===== config.mk =====
export PLATFORM = sky130hd
export DESIGN_NAME = spi_reg_bridge
export DESIGN_NICKNAME = d
export VERILOG_FILES = /design/src/rtl/spi_reg_bridge.sv
export SDC_FILE = /design/constraint.sdc
export NUM_CORES = 1
export LEC_CHECK = 0
export BUFFER_PORTS_ARGS = -buffer_cell sky130_fd_sc_hd__buf_2
export CAP_MARGIN = 20
export CORE_ASPECT_RATIO = 1.25
export CORE_MARGIN = 5
export CORE_UTILIZATION = 55
export DETAILED_ROUTE_END_ITERATION = 12
export HOLD_SLACK_MARGIN = 0.12
export PLACE_DENSITY = 0.82
export SLEW_MARGIN = 20
export SYNTH_ARGS = -nofsm -noshare
export SYNTH_HDL_FRONTEND = slang
export SYNTH_SLANG_ARGS = --single-unit

===== constraint.sdc =====
create_clock -name m_clk -period 3.2 [get_ports m_clk]
set_input_delay 0.48 -clock m_clk [delete_from_list [all_inputs] [get_ports m_clk]]
set_output_delay 0.48 -clock m_clk [all_outputs]
set_load 0.02 [all_outputs]

===== src/rtl/spi_reg_bridge.sv =====
// SPI byte-stream to register-file bridge in the m_clk domain.
// Command byte selects read/write and start address; data bytes auto-increment.
module spi_reg_bridge #(
  parameter int unsigned REG_N       = 8,
  parameter logic [7:0]  ID_BYTE     = 8'hA5,
  parameter int unsigned SYNC_STAGES = 2
) (
  input  logic               m_clk,
  input  logic               rst,
  input  logic               csn_pad,
  input  logic               spi_drdy,
  input  logic [7:0]         spi_rx_byte,
  output logic [7:0]         spi_tx_byte,
  output logic               reg_wr_stb,
  output logic [6:0]         reg_wr_addr,
  output logic [7:0]         reg_wr_data,
  output logic [REG_N*8-1:0] regs_flat
);

  localparam logic [7:0] REG_LIM = 8'(REG_N);

  typedef enum logic [1:0] {
    S_IDLE,
    S_CMD,
    S_WR,
    S_RD
  } state_e;

  logic [SYNC_STAGES-1:0] csn_sync_q;
  logic [SYNC_STAGES-1:0] drdy_sync_q;
  logic [SYNC_STAGES-1:0] vld_q;
  logic                   drdy_prev_q;
  logic                   armed_q, armed_d;
  logic                   csn_s, drdy_s, byte_evt;

  state_e     state_q, state_d;
  logic [6:0] ptr_q, ptr_d;
  logic [7:0] tx_q, tx_d;
  logic       stb_q, stb_d;
  logic [6:0] waddr_q, waddr_d;
  logic [7:0] wdata_q, wdata_d;
  logic       wr_en;

  logic [7:0] regs_q [REG_N];
  logic [7:0] rd_tab [128];

  assign csn_s    = csn_sync_q[SYNC_STAGES-1];
  assign drdy_s   = drdy_sync_q[SYNC_STAGES-1];
  assign byte_evt = drdy_s & ~drdy_prev_q;

  // vld_q marks when csn_s carries a real pad sample rather than the
  // reset fill; only a genuine high csn arms the FSM after reset.
  assign armed_d = armed_q | (csn_s & vld_q[SYNC_STAGES-1]);

  always_ff @(posedge m_clk) begin
    if (rst) begin
      csn_sync_q  <= '1;
      drdy_sync_q <= '0;
      vld_q       <= '0;
      drdy_prev_q <= 1'b0;
      armed_q     <= 1'b0;
    end else begin
      csn_sync_q  <= {csn_sync_q[SYNC_STAGES-2:0], csn_pad};
      drdy_sync_q <= {drdy_sync_q[SYNC_STAGES-2:0], spi_drdy};
      vld_q       <= {vld_q[SYNC_STAGES-2:0], 1'b1};
      drdy_prev_q <= drdy_s;
      armed_q     <= armed_d;
    end
  end

  for (genvar k = 0; k < 128; k++) begin : g_rd
    if (k < REG_N) begin : g_on
      assign rd_tab[k] = regs_q[k];
    end else begin : g_off
      assign rd_tab[k] = 8'h00;
    end
  end

  always_comb begin
    state_d = state_q;
    ptr_d   = ptr_q;
    tx_d    = tx_q;
    stb_d   = 1'b0;
    waddr_d = waddr_q;
    wdata_d = wdata_q;
    wr_en   = 1'b0;
    if (csn_s) begin
      state_d = S_IDLE;
      tx_d    = ID_BYTE;
    end else begin
      unique case (state_q)
        S_IDLE: begin
          tx_d = ID_BYTE;
          if (armed_q) state_d = S_CMD;
        end
        S_CMD: begin
          if (byte_evt) begin
            if (spi_rx_byte[7]) begin
              ptr_d   = spi_rx_byte[6:0];
              tx_d    = 8'h00;
              state_d = S_WR;
            end else begin
              tx_d    = rd_tab[spi_rx_byte[6:0]];
              ptr_d   = spi_rx_byte[6:0] + 7'd1;
              state_d = S_RD;
            end
          end
        end
        S_WR: begin
          tx_d = 8'h00;
          if (byte_evt) begin
            ptr_d = ptr_q + 7'd1;
            if ({1'b0, ptr_q} < REG_LIM) begin
              wr_en   = 1'b1;
              stb_d   = 1'b1;
              waddr_d = ptr_q;
              wdata_d = spi_rx_byte;
            end
          end
        end
        S_RD: begin
          if (byte_evt) begin
            tx_d  = rd_tab[ptr_q];
            ptr_d = ptr_q + 7'd1;
          end
        end
        default: state_d = S_IDLE;
      endcase
    end
  end

  always_ff @(posedge m_clk) begin
    if (rst) begin
      state_q <= S_IDLE;
      ptr_q   <= '0;
      tx_q    <= ID_BYTE;
      stb_q   <= 1'b0;
      waddr_q <= '0;
      wdata_q <= '0;
    end else begin
      state_q <= state_d;
      ptr_q   <= ptr_d;
      tx_q    <= tx_d;
      stb_q   <= stb_d;
      waddr_q <= waddr_d;
      wdata_q <= wdata_d;
    end
  end

  always_ff @(posedge m_clk) begin
    if (rst) begin
      for (int k = 0; k < REG_N; k++) regs_q[k] <= '0;
    end else begin
      for (int k = 0; k < REG_N; k++) begin
        if (wr_en && ptr_q == 7'(k)) regs_q[k] <= spi_rx_byte;
      end
    end
  end

  for (genvar k = 0; k < REG_N; k++) begin : g_flat
    assign regs_flat[8*k +: 8] = regs_q[k];
  end

  assign spi_tx_byte = tx_q;
  assign reg_wr_stb  = stb_q;
  assign reg_wr_addr = waddr_q;
  assign reg_wr_data = wdata_q;

endmodule


# == After elaboration in Yosys (flattened, before gate mapping) ==
# Memory sizes are Yosys's and may differ from the RTL's.
# Cells that the tools add are included.
# classes
n_lt_le_gt_ge,3
bitwise_logic,15
n_mux,57
eq_ne,14
reduce_logical,18
add_sub_neg,2
# ops
op,count
8-bit 2-to-1 mux,15
8-bit binary-select mux with 7-bit select,2
1-bit 2-to-1 mux,32
8-bit case mux with 4 select lines,1
7-bit by 3-bit equality test with 1-bit output (second input constant),4
7-bit 2-to-1 mux,3
8-bit greater-or-equal comparator (second input constant),2
7-bit inverter with 8-bit output,2
7-bit by 1-bit adder with 7-bit output (second input constant),2
7-bit by 2-bit equality test with 1-bit output (second input constant),2
7-bit case mux with 2 select lines,1
1-bit bitwise OR,9
1-bit logical AND,8
4-bit AND reduction,2
7-bit by 1-bit equality test with 1-bit output (second input constant),1
7-bit logical NOT,1
7-bit by 4-bit < comparator with 1-bit output (second input constant),1
2-bit != test (second input constant),3
2-bit equality test (second input constant),2
2-bit 2-to-1 mux,2
2-bit case mux with 2 select lines,1
2-bit nonzero test,2
2-bit OR reduction,2
3-bit AND reduction,1
6 further kinds,8
# word_totals
memories,1
output_inout_bits,88
in_bits,12
reg_bits,41
wordCells,122
mem_bits_rw,64
# mem_list
memory,depth,width,read_ports,rd_ports_with_merged_regs,write_ports,line_no,rtl
regs_q,8,8,8,0,8,44,logic [7:0] regs_q [REG_N];

# == Logic depth before layout (Yosys ltp) ==
# depth
ltp_word,10
ltp_mapped,7
depth_no_buf,6

# == Worst setup path before layout ==
# Ideal clock, no wire load.
# synth_path
kind,register -> register
startpoint,reg ptr_q[3]
endpoint,mem regs_q[0][0] (enable)
path_slack_ps,877
path_stages_with_launch,6
synth_period_minus_slack_ps,2323
setup_ps,329
path_buffers,1
t_required_ps,2871
arrival_time_ps,1994
path_cell_list,dfxtp_1 > clkbuf_1 > or4b_4 > nor4b_4 > nand3_2 > nand2_1
# synth_lines
item,line_no,rtl
start: declaration,37,"logic [6:0] ptr_q, ptr_d;"
start signal: assignment,142,ptr_q <= ptr_d;
end: declaration,44,

==> results.md <==
### Clock tree
• **Clk Latency, worst-skew pair** 350 ps
• **TritonCTS clock tree** yes
• **Max Buffers Root-to-Sink** 2
• **Post-CTS Resized** 0
• **# clock sinks** 105
• **buffers inserted by post-CTS timing repair** 0
• **clk root buf** sky130_fd_sc_hd__clkbuf_16
• **H-tree depth** 3
• **number of CTS-inserted buffers** 9
• **clock-pin slew on the worst setup and hold paths** 70 ps
• **hold_buf cts** 0

### Placement
• **instance count after placement with tap cells included** 655
• **IO buf count** 99
• **placer's final routability congestion estimate** 0.906
• **placed standard-cell area** 5740 sq um
• **half-perimeter wire length after placement** 10600 microns
• **worst-case setup slack after placement** 623 ps

### Synthesis
• **Yosys warning count** 0
• **total nets after synthesis** 469
• **count of cell types in the netlist** 51
• **proportion of netlist area held by the largest area contributor** 0.375
• **most area-consuming cells after synthesis** sky130_fd_sc_hd__edfxtp_1 38%, sky130_fd_sc_hd__dfxtp_1 16%, sky130_fd_sc_hd__mux4_2 7.0%
• **Post-Synthesis Cells** 452
• **cell taking the most area after synthesis** sky130_fd_sc_hd__edfxtp_1
• **most used flip-flop cell after synthesis** sky130_fd_sc_hd__edfxtp_1
• **share of synthesized registers carrying an async set or reset** 0
• **mapped cell area** 5120 sq um
• **part of the Yosys area used for sequential elements** 0.536
• **number of flops mapped to enable cells by yosys** 64
• **synthesized area per cell** 11.3 sq um
• **post-synthesis register bit count** 105

### Critical path
• **highest fanout seen on the critical path** 9
• **logic depth of the worst register-to-register path** 4
• **Crit Path Category** flop to flop
• **Setup crit end kind** flop
• **Largest stage delay, worst path** 660 ps
• **launching point of the worst reg2reg path** ptr_q[3]
• **crit path cell chain** or4b_4 -> nor4b_4 -> nand3_2 -> nand2_1
• **Crit path max-delay family** simple AND/OR/NAND/NOR gates
• **Bufs and invs on worst path** 0
• **Crit path required time** 3210 ps
• **slowest stage cell, crit path** sky130_fd_sc_hd__nor4b_4
• **reg-to-reg setup timing slack** 540 ps
• **Critical R2R Capture** regs_q[0][21]
• **Critical Path Source Type** flop
• **arrival time of the worst setup path** 2670 ps

### Outcome
• **outcome** completed

### GRT
• **maximum number of pins on one net before global-route repair** 28
• **GR Util All Layers** 0.270
• **total congestion overflow** 0
• **global-route wire length before repair** 23000 microns
• **vias in the first global route** 4100
• **initial antenna violation count** 0

### Timing
• **fin worst setup slack** 538 ps
• **Slew Limit Headroom** 0.421
• **post-route minimum period** 2660 ps
• **Slew @ Worst Pin** 860 ps
• **fmax** 0.376 GHz
• **max-slew violation count** 0
• **Worst Hold Margin** 308 ps
• **final hold violation count** 0
• **Total Neg Setup Slack** 0 ps
• **fin crit share** 0.832
• **endpoints failing setup** 0
• **clock skew after layout** 5.58 ps
• **RSZ-0062 raised after global routing** false

### Run
• **Max Cap Violations** 0

### Floorplan
• **Die Wd** 96.3 microns
• **core area** 9130 sq um
• **total number of placement rows** 39
• **DIE AREA** 11300 sq um
• **boundary pin count** 100
• **Chip Height** 118 microns
• **starting density of the core** 0.561

### Worst hold path
• **class of the worst hold path** input pin to flop
• **worst min-delay path endpoint** csn_sync_q[0]
• **depth of the worst hold-timing path** 2
• **beginning of the worst hold path** csn_pad

### Layout
• **Layout Cell Area excl Fill** 6060 sq um
• **Net count, final** 560
• **area added between synthesis and finish** 18.4%
• **fin util** 0.664
• **antenna cells** 0
• **most common cell after layout, fill and taps aside** sky130_fd_sc_hd__buf_2
• **post-route non-filler standard cell count** 671
• **fraction of final layout cells with drive strength greater than 1** 0.305
• **commonest cells after routing, fill and taps aside** 99 x sky130_fd_sc_hd__buf_2, 71 x sky130_fd_sc_hd__nor2_1, 64 x sky130_fd_sc_hd__edfxtp_1

### Drt
• **via density per instance** 6.18
• **Post-Route WL** 14700 microns
• **DRC violations left** 0
• **wire length per cell after detailed routing** 22.0 microns
• **DR vias** 4146
• **antenna violation net count after detailed routing** 0
• **first-pass iteration count of the detailed router** 6
• **number of violations reported at the end of detailed-routing iteration 0** 492

### Power and ir drop
• **PwrDens** 484 nW/um^2
• **Leakage** 2.36 nW
• **total power** 2.93 mW
• **peak ir drop on the vdd network** 0.000531 V

-- cell type report --
cell class	instances	area (sq um)
fillers	690	3060
flip-flops and latches	105	2740
well taps	123	154
clock inverters	5	60.1
clock buffers	11	264
multi-input cells	308	2240
repair buffers	107	556
inverters	12	45.0
-- worst max path at each step --
stage	start	endpoint	slack, ps	depth (start not counted)
after floorplan	ptr_q[3]	regs_q[0][0]	880	5
after global placement	ptr_q[3]	regs_q[0][16]	730	4
after detailed placement	ptr_q[3]	regs_q[0][21]	620	4
after CTS	ptr_q[3]	regs_q[0][18]	560	4
after global routing	ptr_q[3]	regs_q[0][21]	370	4
final	ptr_q[3]	regs_q[0][21]	540	4
-- synthesized netlist by cell type, types with 2 or more instances --
library cell,instances
sky130_fd_sc_hd__clkbuf_1,21
sky130_fd_sc_hd__or3_1,3
sky130_fd_sc_hd__nand3_2,5
sky130_fd_sc_hd__o22ai_1,2
sky130_fd_sc_hd__buf_1,3
sky130_fd_sc_hd__buf_2,3
sky130_fd_sc_hd__nor4_1,6
sky130_fd_sc_hd__o32a_1,3
sky130_fd_sc_hd__inv_1,11
sky130_fd_sc_hd__nor2b_1,15
sky130_fd_sc_hd__nor2_1,71
sky130_fd_sc_hd__nand3_1,11
sky130_fd_sc_hd__o21a_1,2
sky130_fd_sc_hd__a2111oi_0,2
sky130_fd_sc_hd__a31oi_1,6
sky130_fd_sc_hd__nand2b_1,2
sky130_fd_sc_hd__nor3_1,2
sky130_fd_sc_hd__o21ai_0,12
sky130_fd_sc_hd__a211oi_1,6
sky130_fd_sc_hd__edfxtp_1,64
sky130_fd_sc_hd__ha_1,5
sky130_fd_sc_hd__a21oi_1,7
sky130_fd_sc_hd__o2bb2ai_1,2
sky130_fd_sc_hd__nand2_1,41
sky130_fd_sc_hd__a22oi_1,4
sky130_fd_sc_hd__xnor2_1,3
sky130_fd_sc_hd__and2_1,6
sky130_fd_sc_hd__mux4_2,16
sky130_fd_sc_hd__nand4_1,4
sky130_fd_sc_hd__o221ai_1,4
sky130_fd_sc_hd__dfxtp_1,41
sky130_fd_sc_hd__mux2_2,13
sky130_fd_sc_hd__nand4b_1,2
sky130_fd_sc_hd__mux2i_1,33
sky130_fd_sc_hd__o31a_1,2
sky130_fd_sc_hd__or2_2,4
-- registers in the layout, summed over array words and instances (netlist names) --
name         count
reg_wr_stb       1
csn_sync_q       2
reg_wr_addr      7
regs_q          64
drdy_prev_q      1
state_q          2
spi_tx_byte      8
drdy_sync_q      2
reg_wr_data      8
ptr_q            7
vld_q            2
armed_q          1
-- cell families (layout without fill, tap and decap cells) --
family / count (synthesis) / count (layout) / synth area share
AND/OR/NAND/NOR: 182 / 182 / 0.178
XOR/XNOR: 4 / 4 / 0.00685
AO/OA/AOI/OAI: 55 / 55 / 0.0743
multiplexers: 62 / 62 / 0.164
flip-flops: 105 / 105 / 0.536
adder cells (fa/ha/maj): 5 / 5 / 0.0122
buffers and inverters: 39 / 135 / 0.0293
-- power breakdown --
group | internal [mW] | switching (mW) | total [mW]
Combinational | 0.0788 | 0.160 | 0.239
Clock | 0.679 | 0.504 | 1.18
Sequential | 1.47 | 0.0402 | 1.51
-- routing by layer --
layer / vias up / part of all wire / track usage
met3: 49 / 0.087 / 0.0486
li1: 1843 / - / -
met2: 271 / 0.51 / 0.427
met1: 1983 / 0.36 / 0.347
met5: - / 0 / 0
met4: 0 / 0.042 / 0.142
Note: power is estimated with default switching activity, not from simulation.
